## src/rtl/inst_fetch.sv

```systemverilog
// Gumnut instruction fetch: program counter, return-address stack and the
// instruction-bus master. Define INST_FETCH_STACK_CHECK_EN for stack overflow/underflow detection.
module inst_fetch #(
  parameter logic [11:0] RESET_PC    = 12'h000,
  parameter int          STACK_DEPTH = 8
) (
  input  logic        clk,
  input  logic        rst,
  input  logic        cen,
  input  logic        fetch_i,
  input  logic        pc_upd_i,
  input  logic [1:0]  pc_sel_i,
  input  logic [11:0] pc_target_i,
  output logic        inst_cyc_o,
  output logic        inst_stb_o,
  output logic [11:0] inst_adr_o,
  input  logic        inst_ack_i,
  input  logic [17:0] inst_dat_i,
  output logic [17:0] inst_o,
  output logic        ack_o,
  output logic [11:0] pc_o,
  output logic        busy_o,
  output logic        stk_ovf_o,
  output logic        stk_unf_o
);

  localparam int SP_W = (STACK_DEPTH > 1) ? $clog2(STACK_DEPTH) : 1;

  localparam logic [1:0] SEL_INC    = 2'b00;
  localparam logic [1:0] SEL_LOAD   = 2'b01;
  localparam logic [1:0] SEL_CALL   = 2'b10;
  localparam logic [1:0] SEL_RETURN = 2'b11;

  typedef enum logic {
    S_IDLE  = 1'b0,
    S_FETCH = 1'b1
  } state_t;

  state_t            r_state;
  logic              r_cyc;
  logic [11:0]       r_pc;
  logic [SP_W-1:0]   r_sp;
  logic [11:0]       r_stack [STACK_DEPTH];

  logic              w_upd;
  logic              w_push;
  logic              w_pop;
  logic [11:0]       w_pc_inc;
  logic [11:0]       w_pc_next;
  logic [SP_W-1:0]   w_sp_dec;

  // Bus handshake: cyc and stb rise together for a whole access and stay
  // high until the memory raises ack; the access completes in the cycle
  // where ack is seen while cyc is high, and the word is valid that cycle.
  assign inst_cyc_o = r_cyc;
  assign inst_stb_o = r_cyc;
  assign inst_adr_o = r_pc;
  assign inst_o     = inst_dat_i;
  assign ack_o      = inst_ack_i & (r_state == S_FETCH) & cen & ~rst;
  assign pc_o       = r_pc;
  assign busy_o     = (r_state == S_FETCH);

  assign w_upd    = cen & ~rst & pc_upd_i & (r_state == S_IDLE);
  assign w_pc_inc = r_pc + 12'd1;
  assign w_sp_dec = r_sp - SP_W'(1);

`ifdef INST_FETCH_STACK_CHECK_EN
  logic [SP_W:0] r_cnt;
  logic          r_ovf;
  logic          r_unf;
  logic          w_full;
  logic          w_empty;

  assign w_full    = (r_cnt == (SP_W+1)'(STACK_DEPTH));
  assign w_empty   = (r_cnt == '0);
  assign w_push    = w_upd & (pc_sel_i == SEL_CALL) & ~w_full;
  assign w_pop     = w_upd & (pc_sel_i == SEL_RETURN) & ~w_empty;
  assign stk_ovf_o = r_ovf;
  assign stk_unf_o = r_unf;

  // Occupancy and sticky error flags; only reset clears the flags.
  always_ff @(posedge clk) begin
    if (rst) begin
      r_cnt <= '0;
      r_ovf <= 1'b0;
      r_unf <= 1'b0;
    end else begin
      if (w_push) r_cnt <= r_cnt + (SP_W+1)'(1);
      if (w_pop)  r_cnt <= r_cnt - (SP_W+1)'(1);
      if (w_upd && pc_sel_i == SEL_CALL && w_full)    r_ovf <= 1'b1;
      if (w_upd && pc_sel_i == SEL_RETURN && w_empty) r_unf <= 1'b1;
    end
  end
`else
  assign w_push    = w_upd & (pc_sel_i == SEL_CALL);
  assign w_pop     = w_upd & (pc_sel_i == SEL_RETURN);
  assign stk_ovf_o = 1'b0;
  assign stk_unf_o = 1'b0;
`endif

  // A return on an empty checked stack falls through to PC+1.
  always_comb begin
    w_pc_next = w_pc_inc;
    case (pc_sel_i)
      SEL_INC:    w_pc_next = w_pc_inc;
      SEL_LOAD:   w_pc_next = pc_target_i;
      SEL_CALL:   w_pc_next = pc_target_i;
      SEL_RETURN: w_pc_next = w_pop ? r_stack[w_sp_dec] : w_pc_inc;
      default:    w_pc_next = w_pc_inc;
    endcase
  end

  // Stack storage carries no reset; only the pointer is initialised.
  always_ff @(posedge clk) begin
    if (w_push) r_stack[r_sp] <= w_pc_inc;
  end

  always_ff @(posedge clk) begin
    if (rst) begin
      r_state <= S_IDLE;
      r_cyc   <= 1'b0;
      r_pc    <= RESET_PC;
      r_sp    <= '0;
    end else if (cen) begin
      case (r_state)
        S_IDLE: begin
          if (pc_upd_i) r_pc <= w_pc_next;
          if (w_push)   r_sp <= r_sp + SP_W'(1);
          if (w_pop)    r_sp <= w_sp_dec;
          if (fetch_i) begin
            r_state <= S_FETCH;
            r_cyc   <= 1'b1;
          end
        end
        S_FETCH: begin
          if (inst_ack_i) begin
            r_state <= S_IDLE;
            r_cyc   <= 1'b0;
          end
        end
        default: begin
          r_state <= S_IDLE;
          r_cyc   <= 1'b0;
        end
      endcase
    end
  end

endmodule

```

## config.mk

```make
export PLATFORM = sky130hd
export DESIGN_NAME = inst_fetch
export DESIGN_NICKNAME = d
export VERILOG_FILES = /design/src/rtl/inst_fetch.sv
export SDC_FILE = /design/constraint.sdc
export NUM_CORES = 1
export LEC_CHECK = 0
export ABC_AREA = 0
export BUFFER_PORTS_ARGS = -buffer_cell sky130_fd_sc_hd__buf_4
export CAP_MARGIN = 10
export CORE_UTILIZATION = 51
export CTS_CLUSTER_DIAMETER = 80
export DETAILED_ROUTE_END_ITERATION = 6
export HOLD_SLACK_MARGIN = 0.08
export PLACE_DENSITY_LB_ADDON = 0.15
export SLEW_MARGIN = 15
export SYNTH_ARGS = -nofsm -noshare
export SYNTH_HDL_FRONTEND = slang
export SYNTH_SLANG_ARGS = --single-unit
```

## constraint.sdc

```tcl
create_clock -name clk -period 2.6 [get_ports clk]
set_input_delay 0.13 -clock clk [delete_from_list [all_inputs] [get_ports clk]]
set_output_delay 0.13 -clock clk [all_outputs]
set_load 0.005 [all_outputs]
```

# Yosys cells after proc, flatten, opt, wreduce, memory -nomap -nowiden
# Memories as Yosys holds them, arrays and structs flattened.
# Index checks and enable logic that the tools add are counted.
totals:
  ff_bits: 17
  ramBits: 96
  output_inout_bits: 48
  wordCells: 41
  n_memories: 1
memory_table:
  columns: ["name", "words", "width", "read_ports", "rd_ports_with_merged_regs", "wr", "line", "source"]
  rows:
  - ["r_stack", 8, 12, 1, 0, 1, "43", "logic [11:0] r_stack [STACK_DEPTH];"]
classes:
  add_sub_neg: 3
  eq_ne: 5
  mux: 12
  bitwise_logic: 10
  n_reduce_logical: 6
op_table:
  columns: ["cell", "count"]
  rows:
  - ["case mux 12 bit (3 select lines)", 1]
  - ["adder 12 x 1 -> 12 bit, second input constant", 1]
  - ["two-way mux 12 bit", 1]
  - ["AND reduction 3 bit", 3]
  - ["AND 1 bit", 8]
  - ["two-way mux 1 bit", 6]
  - ["two-way mux 3 bit", 2]
  - ["== test 2 bit, second input constant", 2]
  - ["inequality test 2 bit, second input constant", 2]
  - ["case mux 1 bit (2 select lines)", 2]
  - ["adder 3 x 1 -> 3 bit, second input constant", 1]
  - ["subtractor 3 x 1 -> 3 bit, second input constant", 1]
  - ["== test 2 x 1 -> 1 bit, second input constant", 1]
  - ["logical NOT 2 bit", 1]
  - ["NOT 1 bit", 2]
  - ["nonzero test 2 bit", 1]
  - ["OR reduction 2 bit", 1]

# Depth between registers and ports, before layout
# Gate-level depths: netlist of run 1.
depth:
  depth_word: 7
  ltp_mapped: 11
  depth_no_buf: 7

# Least setup slack after synthesis of run 1
# No wires, ideal clock.
synth_path:
  path_type: "flip-flop to flip-flop"
  from: "register r_sp[0]"
  to: "register r_pc[4] (netlist: inst_adr_o[4])"
  setup_ps: 130
  arrival_ps: 2371
  required_time_ps: 2470
  path_slack_ps: 98
  path_stages_with_launch: 12
  n_path_buf: 5
  period_less_slack_ps: 2502
  cell_sequence: "dfxtp_1 -> buf_2 -> buf_4 -> inv_1 -> ha_1 -> clkbuf_8 -> buf_6 -> buf_6 -> a2111oi_0 -> a31oi_1 -> a221oi_1 -> o32ai_1"
synth_between:
  elab_chain_cells: 4
synth_lines:
  columns: ["item", "line", "source"]
  rows:
  - ["start: declaration", "42", "logic [SP_W-1:0] r_sp;"]
  - ["start signal: assignment", "128", "if (w_push) r_sp <= r_sp + SP_W'(1);"]
  - ["start signal: assignment", "129", "if (w_pop) r_sp <= w_sp_dec;"]
  - ["subtractor 3 x 1 -> 3 bit", "65", "assign w_sp_dec = r_sp - SP_W'(1);"]
  - ["memory read (8 x 12 bit)", null, null]
  - ["two-way mux 12 bit", "108", "SEL_RETURN: w_pc_next = w_pop ? r_stack[w_sp_dec] : w_pc_inc;"]
  - ["case mux 12 bit (3 select lines)", "104", "case (pc_sel_i)"]
  - ["end signal: assignment", "127", "if (pc_upd_i) r_pc <= w_pc_next;"]
  - ["end: declaration", "41", "logic [11:0] r_pc;"]
# Every way passes these cells.
# A chain may end at the register's enable or synchronous reset.

# Final worst setup path of run 1
layout_path:
  from: "register r_sp[1]"
  to: "register r_pc[2] (netlist: inst_adr_o[2])"
# The elaborated chain is that of the path after synthesis.

==> metrics.md, run 1 <==
| Metric | Value |
|---|---|
| Cell mode on critical path | nand2_1 |
| Die ar. | approximately 11000 um^2 |
| R2R Setup Slk | around 0.15 ns |
| Vias | 3353 |
| Die span in x | around 100 um |
| Commonest non-fill, non-tap cell in the layout | edfxtp_1 |
| Core ar. | approximately 10000 um^2 |
| Met1 WL | between 4 and 5 mm |
| Outcome | complete, no violations |
| Ratio of cells with drive above 1 in the final layout | 27.2% |
| RSZ-0062 raised after global routing | false |
| Post-Synth Adder-Cell Area | under 10% |
| Row count | 36 |
| Synth area leaders | edfxtp_1 54%, mux4_2 7.2%, dfxtp_1 6.4% |
| Peak fanout along the critical path | 14 |
| Largest family of logic cells by synthesized area | buffers and inverters |
| Critical-path cell list | inv_1 -> ha_4 -> buf_12 -> mux4_2 -> nand2_1 -> nand2_1 -> a221oi_1 -> nor3_1 -> dlygate4sd3_1 |
| Total global routing overflow | 0 |
| Top-area cell type share of the netlist area | between 50% and 60% |
| Final nets | between 400 and 500 |
| Max VDD drop | between 0.0003 and 0.0004 V |
| Compound-gate portion of the synthesized area | under 10% |
| Slew HR | 46.7% |
| Clk_skew | about 0.011 ns |
| Largest net degree at the start of global routing | 35 |
| Met2 wire length | roughly 5.7 mm |
| Simple-gate share of the synthesized area | under 10% |
| XOR/XNOR Fraction of Synth Area | 2.66% |
| Overall global routing resource usage | about 23% |
| Clock Path Buffers | 2 |
| Post-route cell area | roughly 6300 um^2 |
| First-pass DRT Iterations | 4 |
| Mean Syn Cell Area | around 14 um^2 |
| Total CTS buffers | 17 |
| Crit path kind | register to register |
| WP data required | between 2 and 3 ns |
| Routed wl met3 | about 940 um |
| Initial core utilization | roughly 53% |
| WL final | 11.9 mm |
| First-pass GRT wire length | 18.3 mm |
| DP HPWL | 7.51 mm |
| DR WL/cell | 20.4 um |
| Hold Path Stages | 5 |
| WP data arrival | approximately 2.8 ns |
| Register bit total from synthesis | 113 |
| Worst R2R Path Depth | 9 |
| Worst Hold End | inst_adr_o[4]$_SDFFE_PP0P_ |
| Final min period | approximately 2.4 ns |
| Iter 0 DRT Violations | 252 |
| Post-route DRC | 0 |
| Post-synthesis cell count | approximately 390 |
| Clk sinks | 113 |
| Initial antenna violation count | 0 |
| Number of global-route vias before repair | around 3300 |
| Pre-CTS setup slack | 0.368 ns |
| Commonest non-fill, non-tap cells in the layout | 96 x edfxtp_1, 68 x buf_4, 36 x nand2_1 |
| Pwr/cell area | approximately 720 nW/um^2 |
| Multiplexer share of the synthesized area | 9.16% |
| Fin. Hold Viols | 0 |
| Final setup viols | 0 |
| Post-synth EDFFs | 96 |
| Slowest stage delay, CP | 0.55 ns |
| RePlAce Congestion | between 0.8 and 0.9 |
| Final slew viol count | 0 |
| Setup_tns | 0 ns |
| Top sig layer | met4 |
| Library cells used by synthesis | 49 |
| Critical Path Sink Type | register |
| Top_reg_cell synth | edfxtp_1 |
| Sequential cell area fraction in the yosys report | 60.6% |
| Clk slew on worst S/H paths | 0.06 ns |
| Layout area overhead | 18.5% |
| TritonCTS clock tree | built |
| Drt via density | ~5.8 |
| Ys async rst share | 0% |
| Max H-tree Level | 4 |
| Startpoint Class | register |
| Max Freq | 409 MHz |
| DP Area | between 5000 and 6000 um^2 |
| Antenna Violating Nets Remaining | 0 |
| Final period util | 94.1% |
| Clk_lat worst skew | 0.51 ns |
| Post-Syn Area | approximately 5300 um^2 |
| Total power | between 0.004 and 0.005 W |
| Worst-margin pin slew | around 0.79 ns |
| Root Driver | clkbuf_8 |
| Cell taking the most area after synthesis | edfxtp_1 |
| Hold Startpoint | pc_upd_i |
| Synth warnings | 0 |
| Final setup margin | 0.153 ns |
| Number of I/O pins | 86 |
| HP Class | input pin to register |
| Worst r2r src | r_sp[1]$_SDFFE_PP0P_ |
| Max-Cap Viols | 0 |
| ANT cells | 0 |
| PortBufs | between 40 and 50 |
| Worst reg2reg path endpoint | inst_adr_o[2]$_SDFFE_PP0P_ |
| CP max stage cell | dlygate4sd3_1 |
| Leak Pwr | approximately 2.2 nW |
| Die H | approximately 100 um |
[worst max-delay path: cells and delay by family (launching register included)]
family,cells,cell delay [ns]
buffers and inverters,3,0.81
multiplexers,1,0.29
AND/OR/NAND/NOR,3,0.23
AO/OA/AOI/OAI,1,0.26
adder cells (fa/ha/maj),1,0.34
flip-flops,1,0.38
[power by group]
part / leakage, nW / internal (W) / switching [W] / total [W]
combinational: 0.958 / 0.000203 / 0.000226 / 0.000430
clock: 0.258 / 0.00133 / 0.000730 / 0.00206
sequential: 0.995 / 0.00200 / 0.0000331 / 0.00203
total: 2.21 / 0.00353 / 0.000989 / 0.00451
[synth_stat cells (5+ instances only)]
library cell / instances
edfxtp_1: 96
a31oi_1: 6
nand3_1: 6
nor2b_1: 5
dfxtp_1: 17
buf_4: 35
a2111oi_0: 7
ha_1: 6
clkbuf_1: 6
a21oi_1: 15
xnor2_1: 9
a221oi_1: 8
nand2_1: 36
inv_1: 8
mux2i_1: 7
clkbuf_8: 10
o21ai_0: 11
nor2_1: 23
mux4_2: 17
[flip-flops by register name, summed over array words and instances, names as in the netlist]
signal and count:
inst_adr_o 12, inst_cyc_o 1, busy_o 1, r_stack 96
r_sp 3
[per-stage QoR]
step	util, %	std cells	hold WS (ns)
finish	63.3	581	0.116
global route	63.3	581	0.131
CTS	62.8	580	0.102
detailed placement	56.0	534	0.260
global placement	56.0	534	0.260
floorplan	-	387	0.317
[cell type report]
type / instances / area (um^2)
clock buffers: 20 / 425
fillers: 749 / 3660
flip-flops and latches: 113 / 3220
clock inverters: 10 / 95.1
multi-input cells: 210 / 1630
inverters: 8 / 30.0
repair buffers: 87 / 727
well taps: 133 / 166
[cells by family (layout without fill, tap and decap cells)]
family	Yosys count	in the layout
adder cells (fa/ha/maj)	6	6
AO/OA/AOI/OAI	65	65
AND/OR/NAND/NOR	96	96
buffers and inverters	64	125
flip-flops	113	113
multiplexers	27	27
other	1	2
XOR/XNOR	14	14
[metal layers]
metal  vias to the layer above  global-route usage, %
met5                         -                      0
li1                       1537                      -
met3                        26                   6.39
met2                       152                   36.7
met4                         0                   11.3
met1                      1638                   29.7
[repair_timing]
item / 4_1_cts / 5_1_grt
gates resized for setup: 0 / 3
setup buffers: 0 / 0
hold buffers: 16 / 0
setup endpoints to repair: 0 / 2
hold endpoints to repair: 16 / 0
[worst max path at each step]
stage | to | startpoint | slack, ns | depth (start not counted)
5_1_grt | inst_adr_o[2]$_SDFFE_PP0P_ | r_sp[0]$_SDFFE_PP0P_ | 0.03 | 9
4_1_cts | inst_adr_o[2]$_SDFFE_PP0P_ | r_sp[1]$_SDFFE_PP0P_ | 0.03 | 9
3_3_place_gp | r_stack[1][8]$_DFFE_PP_ | inst_adr_o[0]$_SDFFE_PP0P_ | 0.38 | 5
3_5_place_dp | r_stack[3][8]$_DFFE_PP_ | inst_adr_o[1]$_SDFFE_PP0P_ | 0.37 | 5
6_report | inst_adr_o[2]$_SDFFE_PP0P_ | r_sp[1]$_SDFFE_PP0P_ | 0.15 | 9
2_1_floorplan | inst_adr_o[4]$_SDFFE_PP0P_ | r_sp[0]$_SDFFE_PP0P_ | 0.1 | 11
(Power assumes the default switching activity.)
==> run 2: changes to the inputs <==
--- a/config.mk
+++ b/config.mk
@@ -8,9 +8,11 @@
 export ABC_AREA = 0
 export BUFFER_PORTS_ARGS = -buffer_cell sky130_fd_sc_hd__buf_4
 export CAP_MARGIN = 10
-export CORE_UTILIZATION = 51
+export CORE_UTILIZATION = 53
+export CTS_BUF_LIST = sky130_fd_sc_hd__clkbuf_4 sky130_fd_sc_hd__clkbuf_8
 export CTS_CLUSTER_DIAMETER = 80
 export DETAILED_ROUTE_END_ITERATION = 6
+export GPL_TIMING_DRIVEN = 0
 export HOLD_SLACK_MARGIN = 0.08
 export PLACE_DENSITY_LB_ADDON = 0.15
 export SLEW_MARGIN = 15
==> run 2 against run 1 <==
Net effect: setup slack worse by 0.092 ns; non-clock buffer count up 45; sequential cell count unchanged; sequential share of layout area down 2.2 points; power down 8.3%; highest routed layer unchanged.
==> metrics.md, run 2 (synthesis gave the netlist of run 1 again) <==
| Metric | Value |
|---|---|
| Outcome | complete, no violations |
| Startpoint Class | register |
| Total CTS buffers | 17 (unchanged) |
| WP data required | 2.91 ns (-0.08 ns) |
| Die span in x | 102 um (-1.9%) |
| Row count | 36 (unchanged) |
| Clk sinks | 113 (unchanged) |
| Post-route DRC | 0 (unchanged) |
| Largest net degree at the start of global routing | 17 (-51%) |
| Number of I/O pins | 86 (unchanged) |
| Slew HR | 37.1% (-9.7 points) |
| Worst reg2reg path endpoint | inst_adr_o[4]$_SDFFE_PP0P_ |
| Final slew viol count | 0 (unchanged) |
| DP HPWL | 8.64 mm (+15%) |
| Fin. Hold Viols | 0 (unchanged) |
| Final setup viols | 0 (unchanged) |
| Final min period | 2.54 ns (+0.0916 ns) |
| Crit path kind | register to register |
| Critical-path cell list | buf_6 -> buf_12 -> clkinvlp_4 -> ha_1 -> clkbuf_8 -> buf_6 -> buf_6 -> a2111oi_4 -> a31oi_1 -> a221oi_2 -> o32ai_1 |
| Antenna Violating Nets Remaining | 0 (unchanged) |
| Initial antenna violation count | 0 (unchanged) |
| First-pass DRT Iterations | 6 (+2) |
| Commonest non-fill, non-tap cells in the layout | 102 x buf_4, 96 x edfxtp_1, 36 x nand2_1 |
| Top Family by Delay on Critical Path | buffers and inverters |
| Hold Path Stages | 4 (-1) |
| Max-Cap Viols | 0 (unchanged) |
| Layout area overhead | 23.8% |
| Die ar. | 10400 um^2 (-3.7%) |
| Core ar. | 9730 um^2 (-2.3%) |
| Worst r2r src | r_sp[0]$_SDFFE_PP0P_ |
| HP Class | input pin to register |
| Max H-tree Level | 4 (unchanged) |
| Ratio of cells with drive above 1 in the final layout | 39.0% (+12 points) |
| Total power | 0.00414 W (-8.3%) |
| Max VDD drop | 0.000405 V (+14%) |
| CP max stage cell | dfxtp_2 |
| Bufs and invs on worst path | 6 (+3) |
| PortBufs | 65 (+38%) |
| DR WL/cell | 20.4 um (about the same) |
| Peak fanout along the critical path | 10 (-4) |
| Slowest stage delay, CP | 0.36 ns (-0.19 ns) |
| RePlAce Congestion | 0.881 (+6.9%) |
| Cell mode on critical path | buf_6 |
| Vias | 3636 (+8.4%) |
| First-pass GRT wire length | 18.6 mm (+1.4%) |
| Total global routing overflow | 0 (unchanged) |
| Final setup margin | 0.0609 ns (-0.0916 ns) |
| Number of flip-flops in the largest register | 96 (unchanged) |
| Initial core utilization | 54.6% (+1.2 points) |
| Drt via density | 5.79 (+0.32%) |
| R2R Setup Slk | 0.06 ns (-0.09 ns) |
| WP data arrival | 2.85 ns (about the same) |
| Hold Startpoint | inst_ack_i |
| Iter 0 DRT Violations | 365 (+45%) |
| RSZ-0062 raised after global routing | true |
| Root Driver | clkbuf_8 |
| Commonest non-fill, non-tap cell in the layout | buf_4 |
| TritonCTS clock tree | built |
| Clock Path Buffers | 2 (unchanged) |
| Largest register by flop count | r_stack |
| Worst R2R Path Depth | 11 (+2) |
| Critical Path Sink Type | register |
| ANT cells | 0 (unchanged) |
| Worst Hold End | busy_o$_SDFFE_PP0P_ |
| Final core occ | 67.6% (+4.4 points) |
| CP Launch Point | r_sp[0]$_SDFFE_PP0P_ |
| Die H | 102 um (-1.9%) |
| Worst-margin pin slew | 0.943 ns (+0.150 ns) |
| Setup_tns | 0 ns (unchanged) |
| Number of global-route vias before repair | 3320 (+0.060%) |
| Max Freq | 394 MHz (-3.6%) |
| Worst Hold Slack | 0.0781 ns (-0.0376 ns) |
| Pre-CTS setup slack | -0.488 ns (-0.856 ns) |
| Fillers | 724 (-3.3%) |
| WL final | 12.8 mm (+8.2%) |
| Final nets | 526 (+9.4%) |
| Leak Pwr | 2.37 nW (+7.2%) |
| Final period util | 97.7% (+3.5 points) |
| Clk slew on worst S/H paths | 0.07 ns (about the same) |
| Pwr/cell area | 629 nW/um^2 (-12%) |
| Overall global routing resource usage | 25.6% (+2.4 points) |
| Clk_skew | 0.00932 ns (-0.00210 ns) |
| Clk_lat worst skew | 0.43 ns (-0.08 ns) |
run 2: cell types whose count changed in the layout (fill, tap and decap cells not counted), moves of 3 or more:
cell	previous run	this run
buf_4	68	102
clkbuf_8	1	27
clkbuf_16	17	0
dlygate4sd3_1	16	5
clkinvlp_4	0	6
nor2_1	23	17
buf_6	1	6
nor2_2	0	5
clkinv_1	4	0
clkbuf_1	3	6
run 2: per-layer routing:
metal  share of wire, %  GRT usage, %
met3                9.8          4.31
met1                 41          35.3
met5                  0             0
met2                 47          40.5
met4                2.3          11.1
run 2: through the flow:
stage	cells	cell area, um^2
4_1_cts	628	6540
3_5_place_dp	589	6040
3_3_place_gp	585	5970
2_1_floorplan	387	5320
6_report	628	6580
5_1_grt	628	6580
run 2: final cells by class:
cell class / instances / area, um^2 / area share [%]
timing repair buffer: 76 / 594 / 9.03
multi-input combinational: 210 / 1700 / 25.9
clock inverter: 14 / 140 / 2.13
buffer: 56 / 478 / 7.26
sequential: 113 / 3220 / 49.0
clock buffer: 18 / 241 / 3.67
inverter: 8 / 33.8 / 0.513
tap: 133 / 166 / 2.53
run 2: power breakdown:
part,internal [W],leakage (nW),switching (W)
Combinational,0.000259,1.19,0.000268
Sequential,0.00199,0.995,0.0000317
Clock,0.000853,0.184,0.000735
Total,0.00311,2.37,0.00103
run 2: worst reg2reg max path, delay by kind of cell, from the launching register on:
| kind | cells | cell delay (ns) |
|---|---|---|
| flops | 1 | 0.36 |
| buf+inv | 6 | 0.91 |
| compound gates | 4 | 0.82 |
| fa+ha+maj | 1 | 0.33 |
run 2: worst max-delay path by stage:
stage | endpoint | slack [ns] | cells past startpoint
after detailed placement | inst_adr_o[4]$_SDFFE_PP0P_ | -0.49 | 11
after global routing | r_stack[7][6]$_DFFE_PP_ | -0.09 | 5
after floorplan | inst_adr_o[4]$_SDFFE_PP0P_ | 0.1 | 11
after CTS | inst_adr_o[4]$_SDFFE_PP0P_ | 0.02 | 11
after global placement | r_stack[0][7]$_DFFE_PP_ | -0.83 | 5
final | inst_adr_o[4]$_SDFFE_PP0P_ | 0.06 | 11
run 2: timing repair:
action                                 CTS  global route
gates resized for setup                 12             7
hold buffers                             5             0
setup endpoints to repair               12            54
endpoints found under the hold margin   10             0
setup buffers                            2             0
